$ cat src/rtl/fastchip_pkg.sv
// Shared types and constants for the fast-chip bus decoder and its slot sequencer.
package fastchip_pkg;

  localparam int unsigned ADDR_W = 24;

  // Wide enough for any practical DATA_W; consumers slice the low bits.
  localparam logic [63:0] ERR_DATA = '1;

  typedef enum logic [1:0] {
    IDLE,
    WAIT,
    DONE
  } state_e;

endpackage

$ cat src/rtl/fastchip_bus_if.sv
// CPU-side fast-chip cycle signals; master = CPU, slave = fastchip_bus.
interface fastchip_bus_if #(
  parameter int unsigned DATA_W = 16
);
  import fastchip_pkg::*;

  logic              sel;
  logic [ADDR_W-1:0] addr;
  logic              rnw;
  logic              uds;
  logic              lds;
  logic [DATA_W-1:0] din;
  logic              sel_ack;
  logic              ready;
  logic [DATA_W-1:0] dout;

  modport master (
    output sel, addr, rnw, uds, lds, din,
    input  sel_ack, ready, dout
  );

  modport slave (
    input  sel, addr, rnw, uds, lds, din,
    output sel_ack, ready, dout
  );

endinterface

$ cat src/rtl/fastchip_decode.sv
// Combinational mask-compare address decoder; the lowest matching slot index wins.
module fastchip_decode
  import fastchip_pkg::*;
#(
  parameter int unsigned              SLOTS     = 4,
  parameter int unsigned              IDX_W     = 2,
  parameter logic [SLOTS*ADDR_W-1:0]  SLOT_BASE = '0,
  parameter logic [SLOTS*ADDR_W-1:0]  SLOT_MASK = '0
) (
  input  logic [ADDR_W-1:0] addr,
  output logic              hit,
  output logic [IDX_W-1:0]  idx
);

  always_comb begin
    hit = 1'b0;
    idx = '0;
    for (int unsigned i = 0; i < SLOTS; i++) begin
      if (!hit && ((addr & SLOT_MASK[i*ADDR_W +: ADDR_W]) ==
                   (SLOT_BASE[i*ADDR_W +: ADDR_W] & SLOT_MASK[i*ADDR_W +: ADDR_W]))) begin
        hit = 1'b1;
        idx = IDX_W'(i);
      end
    end
  end

endmodule

$ cat src/rtl/fastchip_bus.sv
// Fast-chip bus: decodes CPU cycles onto peripheral slots with fixed-latency or handshake completion.
// Optional handshake timeout with error counting is enabled by defining FASTCHIP_TIMEOUT_EN.
module fastchip_bus
  import fastchip_pkg::*;
#(
  parameter int unsigned             SLOTS     = 4,
  parameter int unsigned             DATA_W    = 16,
  parameter logic [SLOTS*ADDR_W-1:0] SLOT_BASE = {24'hB80000, 24'hB80000, 24'hDA0000, 24'hDE1000},
  parameter logic [SLOTS*ADDR_W-1:0] SLOT_MASK = {24'hFFFF00, 24'hFFF000, 24'hFF0000, 24'hFFF000},
  parameter logic [SLOTS*4-1:0]      SLOT_LAT  = {4'd1, 4'd0, 4'd0, 4'd2},
  parameter int unsigned             TIMEOUT   = 255
) (
  input  logic                    clk_sys,
  input  logic                    reset_n,
  fastchip_bus_if.slave           cpu,
  output logic [SLOTS-1:0]        slot_sel,
  input  logic [SLOTS-1:0]        slot_ready,
  input  logic [SLOTS*DATA_W-1:0] slot_dout,
  output logic                    bus_err,
  output logic [7:0]              err_cnt
);

  localparam int unsigned IDX_W = (SLOTS > 1) ? $clog2(SLOTS) : 1;
`ifdef FASTCHIP_TIMEOUT_EN
  localparam int unsigned CNT_W = 12;
`else
  localparam int unsigned CNT_W = 4;
`endif

  state_e            state_q, state_d;
  logic [IDX_W-1:0]  idx_q, idx_d, hit_idx;
  logic              hit;
  logic [CNT_W-1:0]  cnt_q, cnt_d, lat_last;
  logic [3:0]        lat;
  logic              arm_q, arm_d;
  logic              ready_q, ready_d;
  logic [DATA_W-1:0] dout_q, dout_d, rd_data;
  logic [SLOTS-1:0]  slot_sel_q, slot_sel_d;
  logic              unused_ok;
`ifdef FASTCHIP_TIMEOUT_EN
  logic              bus_err_q, bus_err_d;
  logic [7:0]        err_cnt_q, err_cnt_d;
`endif

  fastchip_decode #(
    .SLOTS     (SLOTS),
    .IDX_W     (IDX_W),
    .SLOT_BASE (SLOT_BASE),
    .SLOT_MASK (SLOT_MASK)
  ) u_decode (
    .addr (cpu.addr),
    .hit  (hit),
    .idx  (hit_idx)
  );

  assign cpu.sel_ack = cpu.sel & (hit | (state_q != IDLE));
  assign cpu.ready   = ready_q;
  assign cpu.dout    = dout_q;
  assign slot_sel    = slot_sel_q;

  assign lat      = SLOT_LAT[int'(idx_q)*4 +: 4];
  assign lat_last = CNT_W'(lat) - CNT_W'(1);
  assign rd_data  = cpu.rnw ? slot_dout[int'(idx_q)*DATA_W +: DATA_W] : '0;

  always_comb begin
    state_d = state_q;
    idx_d   = idx_q;
    cnt_d   = cnt_q;
    dout_d  = '0;
    // arm_q stays low after reset until sel has been seen low once, so a
    // cycle straddling reset release is never started.
    arm_d   = arm_q | ~cpu.sel;
`ifdef FASTCHIP_TIMEOUT_EN
    bus_err_d = 1'b0;
    err_cnt_d = err_cnt_q;
`endif
    unique case (state_q)
      IDLE: begin
        if (cpu.sel && hit && arm_q) begin
          state_d = WAIT;
          idx_d   = hit_idx;
          cnt_d   = '0;
        end
      end
      WAIT: begin
        if (!cpu.sel) begin
          state_d = IDLE;
        end else if (lat != 4'd0) begin
          if (cnt_q == lat_last) begin
            state_d = DONE;
            dout_d  = rd_data;
          end else begin
            cnt_d = cnt_q + CNT_W'(1);
          end
        end else if (slot_ready[idx_q]) begin
          state_d = DONE;
          dout_d  = rd_data;
        end else begin
`ifdef FASTCHIP_TIMEOUT_EN
          if (cnt_q == CNT_W'(TIMEOUT - 1)) begin
            state_d   = DONE;
            dout_d    = ERR_DATA[DATA_W-1:0];
            bus_err_d = 1'b1;
            if (err_cnt_q != 8'hFF) err_cnt_d = err_cnt_q + 8'd1;
          end else begin
            cnt_d = cnt_q + CNT_W'(1);
          end
`endif
        end
      end
      DONE: begin
        if (!cpu.sel) state_d = IDLE;
        else          dout_d  = dout_q;
      end
      default: state_d = IDLE;
    endcase

    ready_d    = (state_d == DONE);
    slot_sel_d = '0;
    if (state_d == WAIT) slot_sel_d[idx_d] = 1'b1;
  end

  always_ff @(posedge clk_sys or negedge reset_n) begin
    if (!reset_n) begin
      state_q    <= IDLE;
      idx_q      <= '0;
      cnt_q      <= '0;
      arm_q      <= 1'b0;
      ready_q    <= 1'b0;
      dout_q     <= '0;
      slot_sel_q <= '0;
`ifdef FASTCHIP_TIMEOUT_EN
      bus_err_q  <= 1'b0;
      err_cnt_q  <= '0;
`endif
    end else begin
      state_q    <= state_d;
      idx_q      <= idx_d;
      cnt_q      <= cnt_d;
      arm_q      <= arm_d;
      ready_q    <= ready_d;
      dout_q     <= dout_d;
      slot_sel_q <= slot_sel_d;
`ifdef FASTCHIP_TIMEOUT_EN
      bus_err_q  <= bus_err_d;
      err_cnt_q  <= err_cnt_d;
`endif
    end
  end

`ifdef FASTCHIP_TIMEOUT_EN
  assign bus_err   = bus_err_q;
  assign err_cnt   = err_cnt_q;
  assign unused_ok = ^{cpu.din, cpu.uds, cpu.lds};
`else
  assign bus_err   = 1'b0;
  assign err_cnt   = '0;
  assign unused_ok = ^{cpu.din, cpu.uds, cpu.lds, TIMEOUT};
`endif

endmodule

$ cat src/flat_wrapper.sv
// flat-port wrapper written by rule: the top's interface ports become plain ports
module fastchip_bus_flat import fastchip_pkg::*;
#(
  parameter int unsigned             SLOTS     = 4,
  parameter int unsigned             DATA_W    = 16,
  parameter logic [SLOTS*ADDR_W-1:0] SLOT_BASE = {24'hB80000, 24'hB80000, 24'hDA0000, 24'hDE1000},
  parameter logic [SLOTS*ADDR_W-1:0] SLOT_MASK = {24'hFFFF00, 24'hFFF000, 24'hFF0000, 24'hFFF000},
  parameter logic [SLOTS*4-1:0]      SLOT_LAT  = {4'd1, 4'd0, 4'd0, 4'd2},
  parameter int unsigned             TIMEOUT   = 255
)
  (clk_sys, reset_n, slot_sel, slot_ready, slot_dout, bus_err, err_cnt, cpu_sel, cpu_addr, cpu_rnw, cpu_uds, cpu_lds, cpu_din, cpu_sel_ack, cpu_ready, cpu_dout);
  fastchip_bus_if #(.DATA_W(DATA_W)) cpu_i ();
  input  logic clk_sys;
  input  logic reset_n;
  output logic [SLOTS-1:0] slot_sel;
  input  logic [SLOTS-1:0] slot_ready;
  input  logic [SLOTS*DATA_W-1:0] slot_dout;
  output logic bus_err;
  output logic [7:0] err_cnt;
  input wire logic [$bits(cpu_i.sel)-1:0] cpu_sel;
  input wire logic [$bits(cpu_i.addr)-1:0] cpu_addr;
  input wire logic [$bits(cpu_i.rnw)-1:0] cpu_rnw;
  input wire logic [$bits(cpu_i.uds)-1:0] cpu_uds;
  input wire logic [$bits(cpu_i.lds)-1:0] cpu_lds;
  input wire logic [$bits(cpu_i.din)-1:0] cpu_din;
  output wire logic [$bits(cpu_i.sel_ack)-1:0] cpu_sel_ack;
  output wire logic [$bits(cpu_i.ready)-1:0] cpu_ready;
  output wire logic [$bits(cpu_i.dout)-1:0] cpu_dout;
  assign cpu_i.sel = cpu_sel;
  assign cpu_i.addr = cpu_addr;
  assign cpu_i.rnw = cpu_rnw;
  assign cpu_i.uds = cpu_uds;
  assign cpu_i.lds = cpu_lds;
  assign cpu_i.din = cpu_din;
  assign cpu_sel_ack = cpu_i.sel_ack;
  assign cpu_ready = cpu_i.ready;
  assign cpu_dout = cpu_i.dout;
  fastchip_bus #(.SLOTS(SLOTS), .DATA_W(DATA_W), .SLOT_BASE(SLOT_BASE), .SLOT_MASK(SLOT_MASK), .SLOT_LAT(SLOT_LAT), .TIMEOUT(TIMEOUT)) u_core (.clk_sys(clk_sys), .reset_n(reset_n), .cpu(cpu_i), .slot_sel(slot_sel), .slot_ready(slot_ready), .slot_dout(slot_dout), .bus_err(bus_err), .err_cnt(err_cnt));
endmodule
$ cat config.mk
export PLATFORM = sky130hd
export DESIGN_NAME = fastchip_bus_flat
export DESIGN_NICKNAME = d
export VERILOG_FILES = /design/src/rtl/fastchip_pkg.sv /design/src/rtl/fastchip_bus_if.sv /design/src/rtl/fastchip_decode.sv /design/src/rtl/fastchip_bus.sv /design/src/flat_wrapper.sv
export SDC_FILE = /design/constraint.sdc
export NUM_CORES = 1
export LEC_CHECK = 0
export CORE_MARGIN = 1.5
export CORE_UTILIZATION = 37
export DETAILED_ROUTE_END_ITERATION = 8
export PLACE_DENSITY = 0.95
export SYNTH_ARGS = -nofsm -noshare
export SYNTH_HDL_FRONTEND = slang
export SYNTH_SLANG_ARGS = --single-unit
$ cat constraint.sdc
create_clock -name clk_sys -period 4.44 [get_ports clk_sys]
set_input_delay 0.888 -clock clk_sys [delete_from_list [all_inputs] [get_ports clk_sys]]
set_output_delay 0.888 -clock clk_sys [all_outputs]
set_load 0.005 [all_outputs]
==> impl_results.md, run 1 <==
* Cell breakdown of the critical path: clkdlybuf4s50_1 > or3b_1 > nor4_2 > o21a_1 > o31a_1 > clkdlybuf4s50_1
* Reg2reg start: u_core.idx_q[1]
* Clock-pin slew on the worst setup and hold paths at 0.06 ns
* Area growth from synthesis to layout at 59.9%
* Port Buffer Count at 105
* Final number of max-transition violations at 0
* FMAX at 256 MHz
* Max-slew headroom at 32.7%
* Largest net degree at the start of global routing at 31
* Initial antenna violation count at 0
* Drt first pass iters at 4
* Number of flops mapped to enable cells by yosys at 0
* Horizontal die dimension at 75.3 um
* Cells taking the most area after synthesis: sky130_fd_sc_hd__dfrtp_1, sky130_fd_sc_hd__mux4_2, sky130_fd_sc_hd__nand2_1, sky130_fd_sc_hd__o21ai_1, sky130_fd_sc_hd__buf_4
* CTS tree: yes
* Fraction of the cycle the final worst path needs at 87.9%
* Starting Density at 38.1%
* TritonCTS buffer count at 5
* IO Pins at 145
* Clock skew at 0.00457 ns
* Commonest cells in the synthesized netlist: sky130_fd_sc_hd__dfrtp_1, sky130_fd_sc_hd__nand2_1, sky130_fd_sc_hd__inv_1
* Overall routed net length at 5.25 mm
* Hold-critical path depth at 2
* Final-stage net count at 399
* Final worst hold slack at 0.485 ns
* Start point of the critical path: cpu_addr[19]
* Fraction of final layout cells sized beyond drive strength 1 at 11.7%
* Total Routing Usage GR at 19.0%
* Total number of vias at 1,735
* Outcome: finished clean
* Vias per Instance at 4.93
* Total of flip-flops plus latches after synthesis at 30
* Fillcell total at 455
* Fraction of registers with async set or reset after synthesis at 100%
* Residual antenna-violating net count after detailed routing at 0
* Number of inserted diodes at 0
* DRC violation count after routing at 0
* Number of hold buffers added after cts at 0
* Post-synthesis cell type with the largest combined area: sky130_fd_sc_hd__dfrtp_1
* Non-Filler Instances at 352
* Slowest stage cell, crit path: sky130_fd_sc_hd__clkdlybuf4s50_1
* Post-CTS setup buffers at 0
* Hold path start: u_core.cpu.dout[14]
* Buffers & Inverters on Critical Path at 2
* Placed Cells incl. Taps at 346
* Clk sinks at 30
* Synthesized netlist cell count at 179
* Leakage power total at 1.26 nW
* Worst-margin pin slew at 1.01 ns
* Total power draw at 631 uW
* Max Cap Violations at 0
* Clock period minus final worst setup slack at 3.90 ns
* Area of all placed cells without fillers at 3090 um^2
* Count leader, synth: sky130_fd_sc_hd__dfrtp_1
* Vias in the first global route at 1,812
* Global-route wire length before repair at 8.03 mm
* Cell Rows at 26
* Mapped Avg Cell Area at 10.8 um^2
* Total global routing overflow at 0
* Chip height at 75.3 um
* CORE AREA at 5070 um^2
* Sequential cell area fraction in the yosys report at 38.8%
* Largest fanout on the critical path at 3
* Summed instance area of the synthesized netlist at 1930 um^2
* Hold worst-path end: u_core.cpu.dout[14]
* Crit path capture type: primary output
* Register-to-Register Path Depth at 6
* Setup total negative slack at 0 ns
* CP peak stage delay at 0.50 ns
* Number of unique standard cell types used by synthesis at 47
* Delay-heaviest family, CP: buffers and inverters
* Slack of the worst reg-to-reg path at 1.78 ns
* Resize count post-CTS at 0
* Sort of element at the start of the critical path: primary input
* Iter 0 DRT Violations at 95
* Estimated wirelength of the detail-placed design at 4.42 mm
* CTS HTree Levels at 2
* CP Data Required Time at 3.55 ns
* Clock Tree Buf Depth at 2
* RSZ-0062 raised after global routing: false
* DIE AREA at 5670 um^2
* Yosys warning total at 0
* VDD IR max at 0.107 mV
* Insertion delay to the later sink of the worst-skew pair at 0.27 ns
* Standard cell area after detailed placement at 3010 um^2
* Data arrival, critical path at 3.01 ns
* Crit Path Class: in -> out
* Main flop type after synthesis: sky130_fd_sc_hd__dfrtp_1
* Share of the synthesized area in the top cell type at 38.8%
* Number of hold-slack violations in the final timing report at 0
* Min-Delay Path Class: reg -> reg
* Global placement routability congestion at 0.848
* WL per Instance at 14.9 um
* Worst reg2reg path endpoint: u_core.cpu.dout[15]
* Final number of setup-violating endpoints at 0
* CTS root buffer: sky130_fd_sc_hd__clkbuf_8
* Most common cell on crit path: sky130_fd_sc_hd__clkdlybuf4s50_1
* Pwr Density at 204 nW/um^2
[per-layer routing]
| metal | vias up | track usage (%) | share of wire, % |
|---|---|---|---|
| met2 | 71 | 36.4 | 54 |
| met4 | 0 | 5.95 | 1.6 |
| met5 | - | 0 | 0 |
| li1 | 828 | - | - |
| met3 | 10 | 4.50 | 7.5 |
| met1 | 826 | 20.4 | 37 |
[power breakdown]
part           switching [mW]  internal, mW  total, mW
Sequential            0.00926         0.277      0.287
Clock                  0.0876         0.119      0.207
Combinational          0.0392        0.0984      0.138
[kinds of logic after synthesis]
kind of cell               Yosys count  share of synthesized area, %
and+or+nand+nor                     54                          15.7
muxes                               20                          21.9
xor gates and xnor gates             1                         0.453
AOI/OAI and AO/OA                   35                          12.6
adders and majority gates            2                          1.29
DFF                                 30                          38.8
buffers and inverters               36                          9.05
other                                1                         0.194
[final cells by class]
cell class                      count  area, um^2  share of cell area (%)
Inverter                           18        67.6                    2.18
Timing Repair Buffer              107        1070                    34.5
Clock buffer                        6        82.6                    2.67
Sequential cell                    30         751                    24.3
Multi-Input combinational cell    121        1040                    33.6
Tap cell                           70        87.6                    2.83
[layout by cell type, fill, tap and decap left out, types with 3 or more instances in the layout]
cell	n
sky130_fd_sc_hd__conb_1	9
sky130_fd_sc_hd__mux4_2	17
sky130_fd_sc_hd__clkdlybuf4s50_1	105
sky130_fd_sc_hd__o21ai_1	16
sky130_fd_sc_hd__nor2b_1	3
sky130_fd_sc_hd__a21oi_1	3
sky130_fd_sc_hd__dfrtp_1	30
sky130_fd_sc_hd__clkbuf_8	6
sky130_fd_sc_hd__nand2b_1	4
sky130_fd_sc_hd__nor2_1	7
sky130_fd_sc_hd__nand2_1	23
sky130_fd_sc_hd__inv_1	18
[flip-flops by register name, summed over array words and instances (netlist names)]
signal	count
u_core.arm_q	1
u_core.slot_sel	4
u_core.cnt_q	4
u_core.cpu.dout	16
u_core.idx_q	2
u_core.state_q	2
u_core.cpu.ready	1
[through the flow]
stage / setup slack (ns) / utilization (%)
finish: 0.538 / 60.9
global route: 0.436 / 60.9
CTS: 0.528 / 60.9
detailed placement: 0.544 / 59.3
global placement: 0.573 / 59.3
floorplan: 1.60 / -
[how the worst max path moves through the flow]
stage                        endpoint  cells past startpoint
final                     cpu_sel_ack                      6
after global routing      cpu_sel_ack                      6
after CTS                 cpu_sel_ack                      6
after detailed placement  cpu_sel_ack                      6
after global placement    cpu_sel_ack                      6
after floorplan           cpu_sel_ack                      4
[worst min-delay path, stage by stage, from the launching register on]
cell and delay (ns):
sky130_fd_sc_hd__dfrtp_1 0.34, sky130_fd_sc_hd__nand2_1 0.05, sky130_fd_sc_hd__o21ai_1 0.06
Power figures use the tool's default switching activity.
==> run 2, diff against run 1 <==
--- a/config.mk
+++ b/config.mk
@@ -12,3 +12,4 @@
 export SYNTH_ARGS = -nofsm -noshare
 export SYNTH_HDL_FRONTEND = slang
 export SYNTH_SLANG_ARGS = --single-unit
+export TNS_END_PERCENT = 50
==> results of run 2 <==
The final DEF is identical to that of run 1; final timing and power are the same.
